### src/rtl/vga_pkg.sv
// Shared VGA constants and types used by the framebuffer write-side blocks.
// Coordinates are unsigned; the _ext_t variant carries one extra bit so sums never wrap.
package vga_pkg;

    localparam int unsigned COORD_W = 11;
    localparam int unsigned COLOR_W = 2;
    localparam int unsigned H_RES   = 640;
    localparam int unsigned V_RES   = 480;

    typedef logic [COORD_W-1:0] coord_t;
    typedef logic [COORD_W:0]   coord_ext_t;
    typedef logic [COLOR_W-1:0] color_t;

    typedef enum logic [1:0] {
        IDLE = 2'd0,
        FILL = 2'd1,
        DONE = 2'd2
    } rect_fill_state_e;

    function automatic coord_ext_t min_ext(input coord_ext_t a, input coord_ext_t b);
        return (a < b) ? a : b;
    endfunction

endpackage

### src/rtl/vga_rect_fill.sv
// Rectangle-fill engine: turns one (x0, y0, w, h, colour) command into a raster-order
// stream of framebuffer pixel writes, one per clock, clipped to the visible area.
module vga_rect_fill
    import vga_pkg::*;
(
    input  logic               clk_i,
    input  logic               rst_i,
    input  logic               cmd_valid_i,
    output logic               cmd_ready_o,
    input  logic [COORD_W-1:0] cmd_x0_i,
    input  logic [COORD_W-1:0] cmd_y0_i,
    input  logic [COORD_W-1:0] cmd_w_i,
    input  logic [COORD_W-1:0] cmd_h_i,
    input  logic [COLOR_W-1:0] cmd_color_i,
    input  logic               abort_i,
    output logic [COORD_W-1:0] addr_x_o,
    output logic [COORD_W-1:0] addr_y_o,
    output logic [COLOR_W-1:0] color_o,
    output logic               we_o,
    output logic               busy_o,
    output logic               done_o
);

    rect_fill_state_e state_q, state_d;
    coord_t           x_q, x_d;
    coord_t           y_q, y_d;
    coord_t           x0_q, x0_d;
    coord_ext_t       x_end_q, x_end_d;
    coord_ext_t       y_end_q, y_end_d;
    color_t           color_q, color_d;
    logic             we_q, we_d;
    logic             done_q, done_d;
    logic             busy_q, busy_d;

    coord_ext_t x_sum, y_sum;
    logic       cmd_empty;
    logic       last_col, last_row;

    // Extended-width sums so e.g. x0=2000, w=100 clips instead of wrapping.
    assign x_sum = {1'b0, cmd_x0_i} + {1'b0, cmd_w_i};
    assign y_sum = {1'b0, cmd_y0_i} + {1'b0, cmd_h_i};

    assign cmd_empty = (cmd_w_i == '0) || (cmd_h_i == '0) ||
                       ({1'b0, cmd_x0_i} >= coord_ext_t'(H_RES)) ||
                       ({1'b0, cmd_y0_i} >= coord_ext_t'(V_RES));

    assign last_col = ({1'b0, x_q} == (x_end_q - coord_ext_t'(1)));
    assign last_row = ({1'b0, y_q} == (y_end_q - coord_ext_t'(1)));

    always_comb begin
        state_d = state_q;
        x_d     = x_q;
        y_d     = y_q;
        x0_d    = x0_q;
        x_end_d = x_end_q;
        y_end_d = y_end_q;
        color_d = color_q;
        we_d    = 1'b0;
        done_d  = 1'b0;

        unique case (state_q)
            IDLE: begin
                if (cmd_valid_i) begin
                    x0_d    = cmd_x0_i;
                    x_d     = cmd_x0_i;
                    y_d     = cmd_y0_i;
                    color_d = cmd_color_i;
                    x_end_d = min_ext(x_sum, coord_ext_t'(H_RES));
                    y_end_d = min_ext(y_sum, coord_ext_t'(V_RES));
                    if (cmd_empty) begin
                        state_d = DONE;
                        done_d  = 1'b1;
                    end else begin
                        state_d = FILL;
                        we_d    = 1'b1;
                    end
                end
            end
            FILL: begin
                // The pixel on the outputs this cycle is written even when aborting.
                if (abort_i || (last_col && last_row)) begin
                    state_d = DONE;
                    done_d  = 1'b1;
                end else begin
                    we_d = 1'b1;
                    if (last_col) begin
                        x_d = x0_q;
                        y_d = y_q + coord_t'(1);
                    end else begin
                        x_d = x_q + coord_t'(1);
                    end
                end
            end
            DONE: begin
                state_d = IDLE;
            end
            default: begin
                state_d = IDLE;
            end
        endcase

        busy_d = (state_d != IDLE);
    end

    always_ff @(posedge clk_i) begin
        if (rst_i) begin
            state_q <= IDLE;
            x_q     <= '0;
            y_q     <= '0;
            x0_q    <= '0;
            x_end_q <= '0;
            y_end_q <= '0;
            color_q <= '0;
            we_q    <= 1'b0;
            done_q  <= 1'b0;
            busy_q  <= 1'b0;
        end else begin
            state_q <= state_d;
            x_q     <= x_d;
            y_q     <= y_d;
            x0_q    <= x0_d;
            x_end_q <= x_end_d;
            y_end_q <= y_end_d;
            color_q <= color_d;
            we_q    <= we_d;
            done_q  <= done_d;
            busy_q  <= busy_d;
        end
    end

    assign cmd_ready_o = (state_q == IDLE);
    assign addr_x_o    = x_q;
    assign addr_y_o    = y_q;
    assign color_o     = color_q;
    assign we_o        = we_q;
    assign busy_o      = busy_q;
    assign done_o      = done_q;

endmodule

### config.mk
export PLATFORM = sky130hd
export DESIGN_NAME = vga_rect_fill
export DESIGN_NICKNAME = d
export VERILOG_FILES = /design/src/rtl/vga_pkg.sv /design/src/rtl/vga_rect_fill.sv
export SDC_FILE = /design/constraint.sdc
export NUM_CORES = 1
export LEC_CHECK = 0
export ABC_AREA = 1
export BUFFER_PORTS_ARGS = -buffer_cell sky130_fd_sc_hd__buf_2
export CORE_UTILIZATION = 36
export CTS_CLUSTER_SIZE = 40
export DETAILED_ROUTE_END_ITERATION = 10
export GPL_TIMING_DRIVEN = 0
export PLACE_DENSITY = 0.52
export SLEW_MARGIN = 40
export SYNTH_ARGS = -nofsm -noshare
export SYNTH_HDL_FRONTEND = slang
export SYNTH_SLANG_ARGS = --single-unit
### constraint.sdc
create_clock -name clk_i -period 4.2 [get_ports clk_i]
set_input_delay 0.21 -clock clk_i [delete_from_list [all_inputs] [get_ports clk_i]]
set_output_delay 0.21 -clock clk_i [all_outputs]
set_load 0.01 [all_outputs]
==> impl_results.md, run 1 <==
- Initial DRC count: 351
- Grt total ovfl: 0
- DRC: 0
- Final Max Slew Viols: 0
- Port Buffers: 77
- Layout cell share with drive strength beyond 1: 0.137
- RSZ-0062 raised after global routing: false
- HP Class: input port to flip-flop
- Worst R2R Start: x_end_q[0]
- Core Footprint: 13900 um2
- IO Count: 78
- CTS Buf Count: 9
- Part of the Yosys area used for sequential elements: 0.250
- Worst Path Max Fanout: 10
- Synth area leaders: dfxtp_1, nand2_1, nand3_1
- N_diodes: 0
- Area leader, netlist: dfxtp_1
- Setup_tns: 0 ns
- Final setup vio count: 0
- CTS tree: yes
- Status: finished clean
- Number of hold buffers added after CTS: 0
- Clock root buffer: clkbuf_16
- All-Layer GR Usage: 0.222
- Post-synth top area share: 0.250
- Routed wire length: 15600 um
- Worst R2R End: addr_x_o[0]
- Initial antenna violation count: 0
- Yosys cell types: 39
- DP HPWL: 12700 um
- Pwr Total: 2.23 mW
- Synth warnings: 0
- Post-Syn Instances: 819
- H-tree depth: 3
- Fmax: 377 MHz
- Type of the worst setup path: flip-flop to flip-flop
- Final Skew: 0.00797 ns
- Syn avg cell area: 6.25 um2
- CTS Buffer Depth: 2
- R2R depth: 16
- FF-to-FF setup slack: 1.55 ns
- Pin count of the biggest net entering global routing: 12
- Layout fillers: 1546
- Leak: 3.07 nW
- CTS clk-pin slew, worst paths: 0.06 ns
- Cell row count: 43
- Synth Register Bits: 64
- Setup repair bufs after CTS: 0
- Startpoint Class: flip-flop
- Post_cts resized: 0
- Maxcap violations: 0
- Initial Util: 0.368
- Slew headroom: 0.534
- Final #Nets: 985
- Pre-CTS setup slack: 1.55 ns
- Die H: 121 um
- Pre-antenna DRT Iters: 5
- Layout area overhead: 18.9%
- CP Launch Point: x_end_q[0]
- Fin crit period: 2.65 ns
- Critical path destination: addr_x_o[0]
- CP arrival: 2.83 ns
- Final setup margin: 1.55 ns
- Worst Path Required: 4.38 ns
- Tcrit/Tclk final: 0.631
- First-pass GRT wire length: 25300 um
- Hold WS: 0.122 ns
- Final hold vios: 0
- Sinks on Clock Net: 64
- Die X: 121 um
- Worst vdd ir: 0.216 mV
- RD Place Congestion: 0.806
- P per Cell Area: 366 nW/um2
- Mapped Area: 5110 um2
- Core Util, Final: 0.438
- CP Capture Type: flip-flop
- Least-Margin Pin Slew: 0.699 ns
- DR vias: 5330
- Skew-Pair Late Insertion Delay: 0.33 ns
- Final ANT Viol Nets: 0
- Vias per cell: 4.88
- Number of global-route vias before repair: 4747
- WL/cell: 14.3 um
- Die area: 14700 um2
- Mapped Nets: 897
worst max-delay path: stages (launching register included):
cell	delay (ns)
dfxtp_1	0.41
inv_1	0.12
ha_1	0.29
inv_1	0.08
nand2_1	0.06
nand3_1	0.06
nand2_1	0.05
nor2_1	0.16
nand3_1	0.16
nor3_4	0.46
nand2_2	0.25
nand2_1	0.12
nand2_1	0.05
nand2_1	0.05
nand2_1	0.06
nand2_1	0.05
a21oi_1	0.06
power by group:
group	internal [mW]	total [mW]	switching, mW
registers	0.652	0.709	0.0562
logic	0.232	0.626	0.394
clock network	0.611	0.893	0.282
total	1.50	2.23	0.732
layout make-up:
class / instances / area, um2 / share of cell area
Clock buffer: 11 / 253 / 0.0416
Multi-Input combinational cell: 654 / 3430 / 0.564
Sequential cell: 64 / 1280 / 0.211
Buffer: 23 / 110 / 0.0181
Timing Repair Buffer: 77 / 385 / 0.0634
Clock inverter: 5 / 103 / 0.0169
Tap cell: 180 / 225 / 0.0370
Inverter: 78 / 293 / 0.0481
per-stage QoR:
step / instances / instance area, um2
2_1_floorplan: 819 / 5110
3_3_place_gp: 1076 / 5730
3_5_place_dp: 1076 / 5730
4_1_cts: 1092 / 6080
5_1_grt: 1092 / 6080
6_report: 1092 / 6080
layer usage:
layer  vias up  wire (um)  global-route usage
met5         -          0                   0
met4         0        160              0.0463
met3        13        635              0.0334
met2       118       6360               0.321
met1      2335       8440               0.341
li1       2864          -                   -
cells in the mapped netlist, drive strengths merged:
cell type  instances
a221oi             1
buf               11
o21ai             49
and3               2
a31oi              5
dfxtp             64
clkinv             1
mux2i              2
a21oi             56
xor2              37
fa                 2
a31o               1
nor3              14
clkbuf            12
a21o               4
nand4             10
ha                26
nand3             77
xnor2              6
nand3b            16
or2                4
nand2            231
nor4               4
inv               77
o21bai             1
nor2             106
how the worst min path moves through the flow:
stage                        start     endpoint  slack (ns)  cells after the start
floorplan             cmd_x0_i[10]     x0_q[10]        0.36                      2
global placement       x_end_q[11]  x_end_q[11]        0.45                      2
detailed placement     x_end_q[11]  x_end_q[11]        0.46                      2
CTS                 cmd_color_i[1]   color_o[1]        0.12                      3
global route           cmd_valid_i       busy_o        0.18                      3
finish              cmd_color_i[1]   color_o[1]        0.12                      3
registers in the layout, summed over array words and instances (netlist names):
register and cells:
x0_q 11, state_q 2, addr_x_o 11, done_o 1
y_end_q 12, color_o 2, addr_y_o 11, x_end_q 12
busy_o 1, we_o 1
cell usage in the layout (no fill, tap or decap), types with 6 or more instances in the layout:
cell	netlist	final
nand2_1	222	222
nor2_1	100	100
buf_2	4	81
nand3_1	75	75
inv_1	75	75
dfxtp_1	64	64
a21oi_1	56	56
o21ai_0	48	48
xor2_1	37	37
ha_1	26	26
nand3b_1	16	16
nor3_1	13	13
clkbuf_1	12	12
nand4_1	10	10
clkbuf_16	0	9
nand2_2	8	8
xnor2_1	6	6
cells by family (layout without fill, tap and decap cells):
family,count (synthesis),count (layout),share of synthesized area
adders and majority gates,28,28,0.0714
xor gates and xnor gates,43,43,0.0736
muxes,2,2,0.00391
and+or+nand+nor,464,464,0.401
buffers and inverters,101,194,0.0788
AOI/OAI and AO/OA,117,117,0.120
DFF,64,64,0.250
Power figures use the tool's default switching activity.
==> run 2: changes to the inputs <==
Clock period 4.2 ns to 2.6 ns, I/O delays scaled along.
==> run 2 against run 1 <==
  * Clock-buffer cell count unchanged
  * First-iteration DRC count up 12%
  * Via count up 0.53%
  * Hold slack worse by 0.081 ns
  * Clock skew down 0.00064 ns
  * Critical endpoint is now addr_y_o[3]
  * Highest routed layer unchanged
==> impl_results.md, run 2 (synthesis gave the netlist of run 1 again) <==
- Status: finished clean (unchanged)
- Placed Cells: 1076 (unchanged)
- Initial DRC count: 393 (was 351)
- Initial antenna violation count: 0 (unchanged)
- Most common cell after layout, fill and taps aside: nand2_1 (unchanged)
- Vias per cell: 4.88 (about the same)
- Clock root buffer: clkbuf_16 (unchanged)
- Core Footprint: 13900 um2 (unchanged)
- Final setup margin: 0.265 ns (was 1.55 ns)
- DR vias: 5358 (was 5330)
- Worst vdd ir: 0.350 mV (was 0.216 mV)
- First-pass GRT wire length: 25400 um (was 25300 um)
- Tcrit/Tclk final: 0.898 (was 0.631)
- DP HPWL: 12700 um (unchanged)
- Least-Margin Pin Slew: 0.685 ns (was 0.699 ns)
- Crit-path cells: nor2_2 -> nand3_1 -> nor2_1 -> nand3_1 -> nand2_1 -> nand2_2 -> nor2_8 -> inv_2 -> nor2_4 -> nand2_2 -> nand2_2 -> nand2_4 -> nand2_2 -> nand2_1 -> nand2_1 -> nor2_1 (was inv_1 -> ha_1 -> inv_1 -> nand2_1 -> nand3_1 -> nand2_1 -> nor2_1 -> nand3_1 -> nor3_4 -> nand2_2 -> nand2_1 -> nand2_1 -> nand2_1 -> nand2_1 -> nand2_1 -> a21oi_1)
- Initial Util: 0.368 (unchanged)
- CP dominant cell by count: nand2_2 (was nand2_1)
- Hold Crit Depth: 3 (unchanged)
- CP arrival: 2.57 ns (was 2.83 ns)
- Non-Filler Instances: 1098 (was 1092)
- WL/cell: 14.3 um (about the same)
- All-Layer GR Usage: 0.223 (was 0.222)
- Final hold vios: 0 (unchanged)
- Worst Path Required: 2.83 ns (was 4.38 ns)
- H-tree depth: 3 (unchanged)
- Pre-CTS setup slack: -0.0490 ns (was 1.55 ns)
- Port Buffers: 77 (unchanged)
- Final Skew: 0.00734 ns (was 0.00797 ns)
- Slew headroom: 0.544 (was 0.534)
- RD Place Congestion: 0.806 (unchanged)
- Slowest stage cell on the critical path: dfxtp_1 (was nor3_4)
- Fmax: 428 MHz (was 377 MHz)
- Final setup vio count: 0 (unchanged)
- Crit-path max cell delay: 0.39 ns (was 0.46 ns)
- Startpoint Class: flip-flop (unchanged)
- Fin crit period: 2.34 ns (was 2.65 ns)
- CP Capture Type: flip-flop (unchanged)
- Routed wire length: 15700 um (was 15600 um)
- Die H: 121 um (unchanged)
- P per Cell Area: 586 nW/um2 (was 366 nW/um2)
- IO Count: 78 (unchanged)
- R2R depth: 16 (unchanged)
- Type of the worst setup path: flip-flop to flip-flop (unchanged)
- Worst Path Max Fanout: 10 (unchanged)
- Final ANT Viol Nets: 0 (unchanged)
- Die X: 121 um (unchanged)
- HP Class: input port to flip-flop (unchanged)
- Maxcap violations: 0 (unchanged)
- Core Util, Final: 0.443 (was 0.438)
- CTS Buffer Depth: 2 (unchanged)
- Leak: 3.11 nW (was 3.07 nW)
- Pre-antenna DRT Iters: 5 (unchanged)
- Hold WS: 0.0413 ns (was 0.122 ns)
- Pwr Total: 3.61 mW (was 2.23 mW)
- Number of global-route vias before repair: 4778 (was 4747)
- Die area: 14700 um2 (unchanged)
- Cell row count: 43 (unchanged)
- Top Registers: x_end_q (12), y_end_q (12) (unchanged)
- Layout area overhead: 20.3% (was 18.9%)
- CTS clk-pin slew, worst paths: 0.06 ns (about the same)
- CTS tree: yes (unchanged)
- Pin count of the biggest net entering global routing: 12 (unchanged)
- RSZ-0062 raised after global routing: false (unchanged)
- Skew-Pair Late Insertion Delay: 0.33 ns (about the same)
- Layout cell share with drive strength beyond 1: 0.147 (was 0.137)
- Final #Nets: 991 (was 985)
- Highest-count cells in the layout ignoring fill and taps: nand2_1, nor2_1, buf_2 (unchanged)
- Grt total ovfl: 0 (unchanged)
- CTS Buf Count: 9 (unchanged)
- Final Max Slew Viols: 0 (unchanged)
- DRC: 0 (unchanged)
- N_diodes: 0 (unchanged)
- Sinks on Clock Net: 64 (unchanged)
[run 2: cell count changes in the layout (fill, tap and decap cells not counted), sizes merged]
cell    delta
buf        +5
clkbuf     +1
[run 2: final timing paths]
check | startpoint | to | slack (ns)
setup / recovery | x_end_q[2] | addr_y_o[3] | 0.26
hold / removal | cmd_color_i[1] | color_o[1] | 0.04
setup reg to reg | x_end_q[2] | addr_y_o[3] | 0.26
hold reg to reg | x_end_q[11] | x_end_q[11] | 0.46
[run 2: routing by layer]
metal / part of all wire / up-vias / routed length, um / global-route usage
met5: 0 / - / 0 / 0
met4: 0.011 / 0 / 176 / 0.0478
met3: 0.043 / 14 / 681 / 0.0338
met2: 0.41 / 108 / 6400 / 0.323
met1: 0.54 / 2366 / 8480 / 0.341
li1: - / 2870 / - / -
[run 2: power breakdown]
part           switching [mW]  total [mW]  internal [mW]  leakage [nW]
clock network           0.454        1.44          0.987         0.172
logic                   0.642        1.03          0.383          2.41
registers              0.0903        1.14           1.05         0.528
[run 2: critical path: cells and delay by family, from the launching register on]
family | cells | cell delay, ns
simple gates | 15 | 1.76
flops | 1 | 0.39
buf+inv | 1 | 0.07
[run 2: timing repair]
| action | CTS | global route |
|---|---|---|
| pin swaps | 2 | 2 |
| gates resized for setup | 1 | 6 |
| setup buffers | 3 | 3 |
| setup endpoints to repair | 13 | 26 |
| hold buffers | 0 | 0 |
[run 2: area by class of cell]
class                      instances  area, um2
clock inverter                     5        103
sequential                        64       1280
tap                              180        225
fill                            1538       7730
buffer                            23        113
inverter                          78        293
clock buffer                      11        253
timing repair buffer              83        430
multi-input combinational        654       3460
[run 2: metrics by stage]
step,setup TNS (ns),instance area [um2]
finish,0,6150
global route,0,6150
CTS,0,6110
detailed placement,-0.349,5730
global placement,-0.607,5730
floorplan,0,5110
